`config.mk`:
```
export PLATFORM = sky130hd
export DESIGN_NAME = sram_arbiter_flat
export DESIGN_NICKNAME = d
export VERILOG_FILES = /design/src/rtl/sram_arbiter_if.sv /design/src/rtl/sram_arbiter.sv /design/src/flat_wrapper.sv
export SDC_FILE = /design/constraint.sdc
export NUM_CORES = 1
export LEC_CHECK = 0
export BUFFER_PORTS_ARGS = -buffer_cell sky130_fd_sc_hd__buf_2
export CAP_MARGIN = 10
export CORE_AREA = 5 5 88 90
export DETAILED_ROUTE_END_ITERATION = 8
export DIE_AREA = 0 0 93 95
export HOLD_SLACK_MARGIN = 0.02
export MAX_ROUTING_LAYER = met4
export PLACE_DENSITY = 0.66
export SYNTH_ARGS = -nofsm -noshare
export SYNTH_HDL_FRONTEND = slang
export SYNTH_SLANG_ARGS = --single-unit
```
`constraint.sdc`:
```
create_clock -name clk -period 1.2 [get_ports clk]
set_input_delay 0.06 -clock clk [delete_from_list [all_inputs] [get_ports clk]]
set_output_delay 0.06 -clock clk [all_outputs]
set_load 0.02 [all_outputs]
```
`src/rtl/sram_arbiter_if.sv`:
```
// ---------------------------------------------------------------------------
// sram_arbiter_if: one requester's connection to the SRAM arbiter.
//
// Signals:
//   req    requester -> arbiter  access request, held until gnt
//   we     requester -> arbiter  1 = write, 0 = read
//   lock   requester -> arbiter  ask to keep ownership next cycle (burst)
//   addr   requester -> arbiter  access address (AW bits)
//   wdata  requester -> arbiter  write data (BW bits)
//   gnt    arbiter -> requester  access accepted this cycle (combinational)
//   rvalid arbiter -> requester  read data valid, one cycle after a read grant
//   rdata  arbiter -> requester  read data, 0 when rvalid is 0
//
// Modports: master (requester side), slave (arbiter side).
// ---------------------------------------------------------------------------
interface sram_arbiter_if #(
    parameter int unsigned BW = 32,
    parameter int unsigned AW = 10
);
    logic          req;
    logic          we;
    logic          lock;
    logic [AW-1:0] addr;
    logic [BW-1:0] wdata;
    logic          gnt;
    logic          rvalid;
    logic [BW-1:0] rdata;

    modport master (
        output req, we, lock, addr, wdata,
        input  gnt, rvalid, rdata
    );

    modport slave (
        input  req, we, lock, addr, wdata,
        output gnt, rvalid, rdata
    );
endinterface

```
`src/rtl/sram_arbiter.sv`:
```
// ---------------------------------------------------------------------------
// sram_arbiter: two-requester round-robin arbiter sharing one single-port
// synchronous SRAM (1-cycle registered read). At most one SRAM access per
// cycle. A granted port may hold ownership for a bounded locked burst of up
// to MAXBURST consecutive grants. Read data is routed back to the requester
// that issued the read, one cycle after its grant.
//
// Ports:
//   clk        clock, all state updates on posedge
//   rstn       synchronous active-low reset
//   port0/1    requester interfaces (sram_arbiter_if.slave)
//   sram_csn   SRAM chip select, active-low
//   sram_wen   SRAM write enable, 1 = read, 0 = write
//   sram_a     SRAM address
//   sram_di    SRAM write data
//   sram_dout  SRAM read data (valid the cycle after a read access)
// ---------------------------------------------------------------------------
module sram_arbiter #(
    parameter int unsigned BW       = 32,
    parameter int unsigned AW       = 10,
    parameter int unsigned MAXBURST = 4
) (
    input  logic          clk,
    input  logic          rstn,
    sram_arbiter_if.slave port0,
    sram_arbiter_if.slave port1,
    output logic          sram_csn,
    output logic          sram_wen,
    output logic [AW-1:0] sram_a,
    output logic [BW-1:0] sram_di,
    input  logic [BW-1:0] sram_dout
);

    // Ownership states
    localparam logic [1:0] StOpen  = 2'd0;
    localparam logic [1:0] StLock0 = 2'd1;
    localparam logic [1:0] StLock1 = 2'd2;

    // bcnt counts grants already taken in the current burst (1..MAXBURST-1)
    localparam int unsigned BcntW = (MAXBURST > 1) ? $clog2(MAXBURST) : 1;
    localparam logic [BcntW-1:0] BcntLast = BcntW'(MAXBURST - 1);

    logic [1:0]       state_q, state_d;
    logic             pri_q, pri_d;
    logic [BcntW-1:0] bcnt_q, bcnt_d;
    logic             rd_pend_q, rd_pend_d;
    logic             rd_port_q, rd_port_d;

    logic             gnt_valid;
    logic             gnt_idx;
    logic             owner_hold;

    logic             sel_we;
    logic             sel_lock;
    logic [AW-1:0]    sel_addr;
    logic [BW-1:0]    sel_wdata;

    // ------------------------------------------------------------------
    // Grant decision
    // ------------------------------------------------------------------
    always_comb begin
        gnt_valid  = 1'b0;
        gnt_idx    = 1'b0;
        owner_hold = 1'b0;
        if (rstn) begin
            if (state_q == StLock0 && port0.req) begin
                gnt_valid  = 1'b1;
                gnt_idx    = 1'b0;
                owner_hold = 1'b1;
            end else if (state_q == StLock1 && port1.req) begin
                gnt_valid  = 1'b1;
                gnt_idx    = 1'b1;
                owner_hold = 1'b1;
            end else if (port0.req && port1.req) begin
                // Lock owner absent or no lock: plain round-robin tie-break
                gnt_valid = 1'b1;
                gnt_idx   = pri_q;
            end else if (port0.req) begin
                gnt_valid = 1'b1;
                gnt_idx   = 1'b0;
            end else if (port1.req) begin
                gnt_valid = 1'b1;
                gnt_idx   = 1'b1;
            end
        end
    end

    assign sel_we    = gnt_idx ? port1.we    : port0.we;
    assign sel_lock  = gnt_idx ? port1.lock  : port0.lock;
    assign sel_addr  = gnt_idx ? port1.addr  : port0.addr;
    assign sel_wdata = gnt_idx ? port1.wdata : port0.wdata;

    assign port0.gnt = gnt_valid && !gnt_idx;
    assign port1.gnt = gnt_valid &&  gnt_idx;

    // ------------------------------------------------------------------
    // SRAM command
    // ------------------------------------------------------------------
    always_comb begin
        sram_csn = 1'b1;
        sram_wen = 1'b0;
        sram_a   = '0;
        sram_di  = '0;
        if (!rstn) begin
            // Held inactive during reset: WEN parks at read
            sram_wen = 1'b1;
        end else if (gnt_valid) begin
            sram_csn = 1'b0;
            sram_wen = ~sel_we;
            sram_a   = sel_addr;
            sram_di  = sel_wdata;
        end
    end

    // ------------------------------------------------------------------
    // Next-state: priority, burst lock and pending read
    // ------------------------------------------------------------------
    always_comb begin
        state_d   = state_q;
        bcnt_d    = bcnt_q;
        pri_d     = pri_q;
        rd_pend_d = 1'b0;
        rd_port_d = rd_port_q;

        if (gnt_valid) begin
            pri_d     = ~gnt_idx;
            rd_pend_d = ~sel_we;
            rd_port_d = gnt_idx;

            if (owner_hold) begin
                // Continue burst only while below the length bound
                if (sel_lock && (bcnt_q < BcntLast)) begin
                    bcnt_d = bcnt_q + BcntW'(1);
                end else begin
                    state_d = StOpen;
                    bcnt_d  = '0;
                end
            end else if (sel_lock && (MAXBURST > 1)) begin
                // Grant taken from open arbitration (incl. absent lock owner)
                state_d = gnt_idx ? StLock1 : StLock0;
                bcnt_d  = BcntW'(1);
            end else begin
                state_d = StOpen;
                bcnt_d  = '0;
            end
        end else begin
            // No grant: any lock owner has stopped requesting
            state_d = StOpen;
            bcnt_d  = '0;
        end
    end

    always_ff @(posedge clk) begin
        if (!rstn) begin
            state_q   <= StOpen;
            pri_q     <= 1'b0;
            bcnt_q    <= '0;
            rd_pend_q <= 1'b0;
            rd_port_q <= 1'b0;
        end else begin
            state_q   <= state_d;
            pri_q     <= pri_d;
            bcnt_q    <= bcnt_d;
            rd_pend_q <= rd_pend_d;
            rd_port_q <= rd_port_d;
        end
    end

    // ------------------------------------------------------------------
    // Read return. Gated by rstn so a read pending when reset arrives is
    // never delivered, even in the first reset cycle.
    // ------------------------------------------------------------------
    logic rvalid0, rvalid1;

    assign rvalid0 = rstn && rd_pend_q && !rd_port_q;
    assign rvalid1 = rstn && rd_pend_q &&  rd_port_q;

    assign port0.rvalid = rvalid0;
    assign port1.rvalid = rvalid1;
    assign port0.rdata  = rvalid0 ? sram_dout : '0;
    assign port1.rdata  = rvalid1 ? sram_dout : '0;

endmodule

```
`src/flat_wrapper.sv`:
```
// flat-port wrapper written by rule: the top's interface ports become plain ports
module sram_arbiter_flat 
#(
    parameter int unsigned BW       = 32,
    parameter int unsigned AW       = 10,
    parameter int unsigned MAXBURST = 4
)
  (clk, rstn, sram_csn, sram_wen, sram_a, sram_di, sram_dout, port0_req, port0_we, port0_lock, port0_addr, port0_wdata, port0_gnt, port0_rvalid, port0_rdata, port1_req, port1_we, port1_lock, port1_addr, port1_wdata, port1_gnt, port1_rvalid, port1_rdata);
  sram_arbiter_if #(.BW(BW), .AW(AW)) port0_i ();
  sram_arbiter_if #(.BW(BW), .AW(AW)) port1_i ();
  input  logic clk;
  input  logic rstn;
  output logic sram_csn;
  output logic sram_wen;
  output logic [AW-1:0] sram_a;
  output logic [BW-1:0] sram_di;
  input  logic [BW-1:0] sram_dout;
  input wire logic [$bits(port0_i.req)-1:0] port0_req;
  input wire logic [$bits(port0_i.we)-1:0] port0_we;
  input wire logic [$bits(port0_i.lock)-1:0] port0_lock;
  input wire logic [$bits(port0_i.addr)-1:0] port0_addr;
  input wire logic [$bits(port0_i.wdata)-1:0] port0_wdata;
  output wire logic [$bits(port0_i.gnt)-1:0] port0_gnt;
  output wire logic [$bits(port0_i.rvalid)-1:0] port0_rvalid;
  output wire logic [$bits(port0_i.rdata)-1:0] port0_rdata;
  input wire logic [$bits(port1_i.req)-1:0] port1_req;
  input wire logic [$bits(port1_i.we)-1:0] port1_we;
  input wire logic [$bits(port1_i.lock)-1:0] port1_lock;
  input wire logic [$bits(port1_i.addr)-1:0] port1_addr;
  input wire logic [$bits(port1_i.wdata)-1:0] port1_wdata;
  output wire logic [$bits(port1_i.gnt)-1:0] port1_gnt;
  output wire logic [$bits(port1_i.rvalid)-1:0] port1_rvalid;
  output wire logic [$bits(port1_i.rdata)-1:0] port1_rdata;
  assign port0_i.req = port0_req;
  assign port0_i.we = port0_we;
  assign port0_i.lock = port0_lock;
  assign port0_i.addr = port0_addr;
  assign port0_i.wdata = port0_wdata;
  assign port0_gnt = port0_i.gnt;
  assign port0_rvalid = port0_i.rvalid;
  assign port0_rdata = port0_i.rdata;
  assign port1_i.req = port1_req;
  assign port1_i.we = port1_we;
  assign port1_i.lock = port1_lock;
  assign port1_i.addr = port1_addr;
  assign port1_i.wdata = port1_wdata;
  assign port1_gnt = port1_i.gnt;
  assign port1_rvalid = port1_i.rvalid;
  assign port1_rdata = port1_i.rdata;
  sram_arbiter #(.BW(BW), .AW(AW), .MAXBURST(MAXBURST)) u_core (.clk(clk), .rstn(rstn), .port0(port0_i), .port1(port1_i), .sram_csn(sram_csn), .sram_wen(sram_wen), .sram_a(sram_a), .sram_di(sram_di), .sram_dout(sram_dout));
endmodule
```
==> impl_metrics.ini <==
[die]
horiz_die_dim_um = 93
rows = 31
fp.dieArea_sq_mm = 0.00884
num_io_pins = 236
fp.dieH_um = 95
placeableCoreArea_sq_mm = 0.00698
initial_utilization = 0.205

[global_route]
grt_remaining_overflow = 0
grt_max_degree = 45
via_count_of_the_first_global_routing_pass = 2848
grt_pass1_wl_mm = 14.4
antenna_found_initial = 0
groute.usage.overall = 0.205

[cells_and_area]
final_nets = 639
drive_above_1_share = 0.807
layout.filler_cells = 559
synthToLayoutAreaGrowth_pct = 212
postLayoutCoreUtil = 0.639
diodes = 0
final_design_area_no_fill_sq_mm = 0.00446
multi_input_area_sq_mm = 0.00166
register_area_sq_um = 151

[critical_path]
worst_path_largest_cell_delay_ps = 310
critical_path_buf_inv_count = 3
critical_path_class = reg -> out
crit_arrival_ps = 1530
cell_family_with_the_largest_share_of_critical_path_delay = compound AO/OA/AOI/OAI gates
worstPathCellList = o21bai_4 > a31o_4 > inv_8 > buf_12 > nand2_1 > o21ai_2 > buf_6
critPathSlowestCell = dfxtp_2
worst_setup_path_startpoint = u_core.state_q[0]
critical_path.startpoint_type = flop
rr_startpoint = u_core.state_q[0]
setup.worst_path.end_class = output port
critical_path_peak_fanout = 19
timing.critical_path.required_ps = 1140

[clocking]
number_of_sinks_on_the_clock_net = 7
cts_root_buffer = clkbuf_8
worst_setup_hold_path_clk_slew_ps = 40
ctsLongestPathBuffers = 2
clk-insertion-delay-late_ps = 230
cts_tree = done
htreeDepth = 1
cts_made_buffers = 3

[synthesis]
asyncSetResetFlopFracSynth = 0
yosys_register_bits = 7
netlist_top_cells_area = and2_1 28%, nand2_1 24%, o21ai_0 14%
yosysSeqAreaShare = 0.0980
netlist_area_sq_mm = 0.00143
synth_instances = 255
synth_top_cells_by_count = 90 x nand2_1, 64 x and2_1, 40 x o21ai_0
synth-warning-count = 0
post_synth_num_cell_types = 30
synthDominantAreaCellType = and2_1
synth.avg_cell_area_sq_um = 5.61
synth-edff-count = 0
synth.most_common_cell = nand2_1
synth_fp_nets = 380
synth_top_area_share = 0.280
postSynth.topFlopCell = dfxtp_1

[worst_hold_path]
worst_hold_path_type = in -> reg
hp-start = port0_we

[sta]
report.final.hold_viol_count = 0
skew_ps = 0.285
rsz0062_at_grt = yes
fmaxAchievable_ghz = 0.628
finalMaxSlewViolations = 0
final.setup.tns_ps = -29110
fin_ws_ps = -391
fin_crit_ps = 1590
tightestPinTransition_ps = 185
report.final.setup_viol = 114
worst_slew_margin_rel = 0.874
share_of_the_clock_period_used_by_the_worst_path = 1.33

[pwr]
p_leak_nw = 2.27
power.density_mw_per_mm2 = 474
totalPowerFinal_mw = 2.11
vdd_ir_drop_max_mv = 0.676

[route]
drt-pass1-iter-count = 4
drt_first_iter_violations = 58
detail_route.wl_per_cell_um = 17.5
post-route-drc-count = 0
drt.antenna.violating_nets = 0
num_vias = 2863
post_drt_via_cell_ratio = 4.81
finalWirelength_mm = 10.4

[place]
routabilityCongestion = 0.886
i_o_buffers = 235
dpl-instance-area_sq_mm = 0.00302
detailedPlacementHpwl_mm = 6.13

[status]
failing_checks = setup timing
outcome = complete, but fails checks

[flow_run]
maxCapViolCount = 0
cell families (layout without fill, tap and decap cells):
family / Yosys count / count (layout) / synth area share
adder cells (fa/ha/maj): 1 / 1 / 0.00875
AO/OA/AOI/OAI: 55 / 55 / 0.223
AND/OR/NAND/NOR: 166 / 166 / 0.561
buffers and inverters: 25 / 283 / 0.102
flip-flops: 7 / 7 / 0.0980
multiplexers: 1 / 1 / 0.00700
what timing repair did:
item                       CTS  global route
pin swaps                   23            53
hold buffers                 0             0
gates resized for setup    278            67
setup buffers               10             3
gates cloned                 8             5
setup endpoints to repair  114           114
layout by cell type (no fill, tap or decap), types with 5 or more instances in the layout:
cell / n
and2_4: 64
buf_4: 15
buf_16: 5
buf_6: 116
o21ai_4: 9
nor2_1: 5
nand2_2: 5
o21ai_2: 34
buf_12: 7
nand2_4: 7
buf_2: 124
nand2_1: 78
through the flow:
step | instances | setup WS, ps | hold slack [ps]
floorplan | 255 | -107 | 154
global placement | 568 | -188 | 267
detailed placement | 568 | -213 | 272
CTS | 590 | -385 | 25.4
global route | 595 | -453 | 39.0
finish | 595 | -391 | 27.0
area by class of cell:
type,instances,share of cell area
well taps,82,0.0230
inverters,4,0.00561
multi-input cells,223,0.372
flip-flops and latches,7,0.0340
repair buffers,274,0.552
repair inverters,1,0.00253
clock buffers,4,0.0101
power by group:
| part | leakage, nW | total, mW | switching [mW] | internal (mW) |
|---|---|---|---|---|
| Clock | 0.0228 | 0.344 | 0.113 | 0.231 |
| Sequential | 0.0599 | 0.261 | 0.0142 | 0.247 |
| Combinational | 2.18 | 1.51 | 0.730 | 0.778 |
| Total | 2.27 | 2.11 | 0.858 | 1.26 |
sequential cells by signal (all words and copies together) (netlist names):
register          count
u_core.state_q        2
u_core.rd_port_q      1
u_core.pri_q          1
u_core.rd_pend_q      1
u_core.bcnt_q         2
final timing paths:
kind | endpoint | slack, ps | cells past startpoint
worst min register to register | u_core.rd_port_q | 510 | 2
worst max-delay path | sram_di[15] | -390 | 7
worst min-delay path | u_core.rd_pend_q | 30 | 2
worst max register to register | u_core.state_q[0] | -290 | 7
metal layers:
layer	wire length, um	share of wire	up-vias	GRT usage
met3	701	0.067	19	0.0335
met4	219	0.021	0	0.0330
met1	3650	0.35	1351	0.220
met5	0	0	-	-
li1	-	-	1342	-
met2	5860	0.56	151	0.399
(Power assumes the default switching activity.)
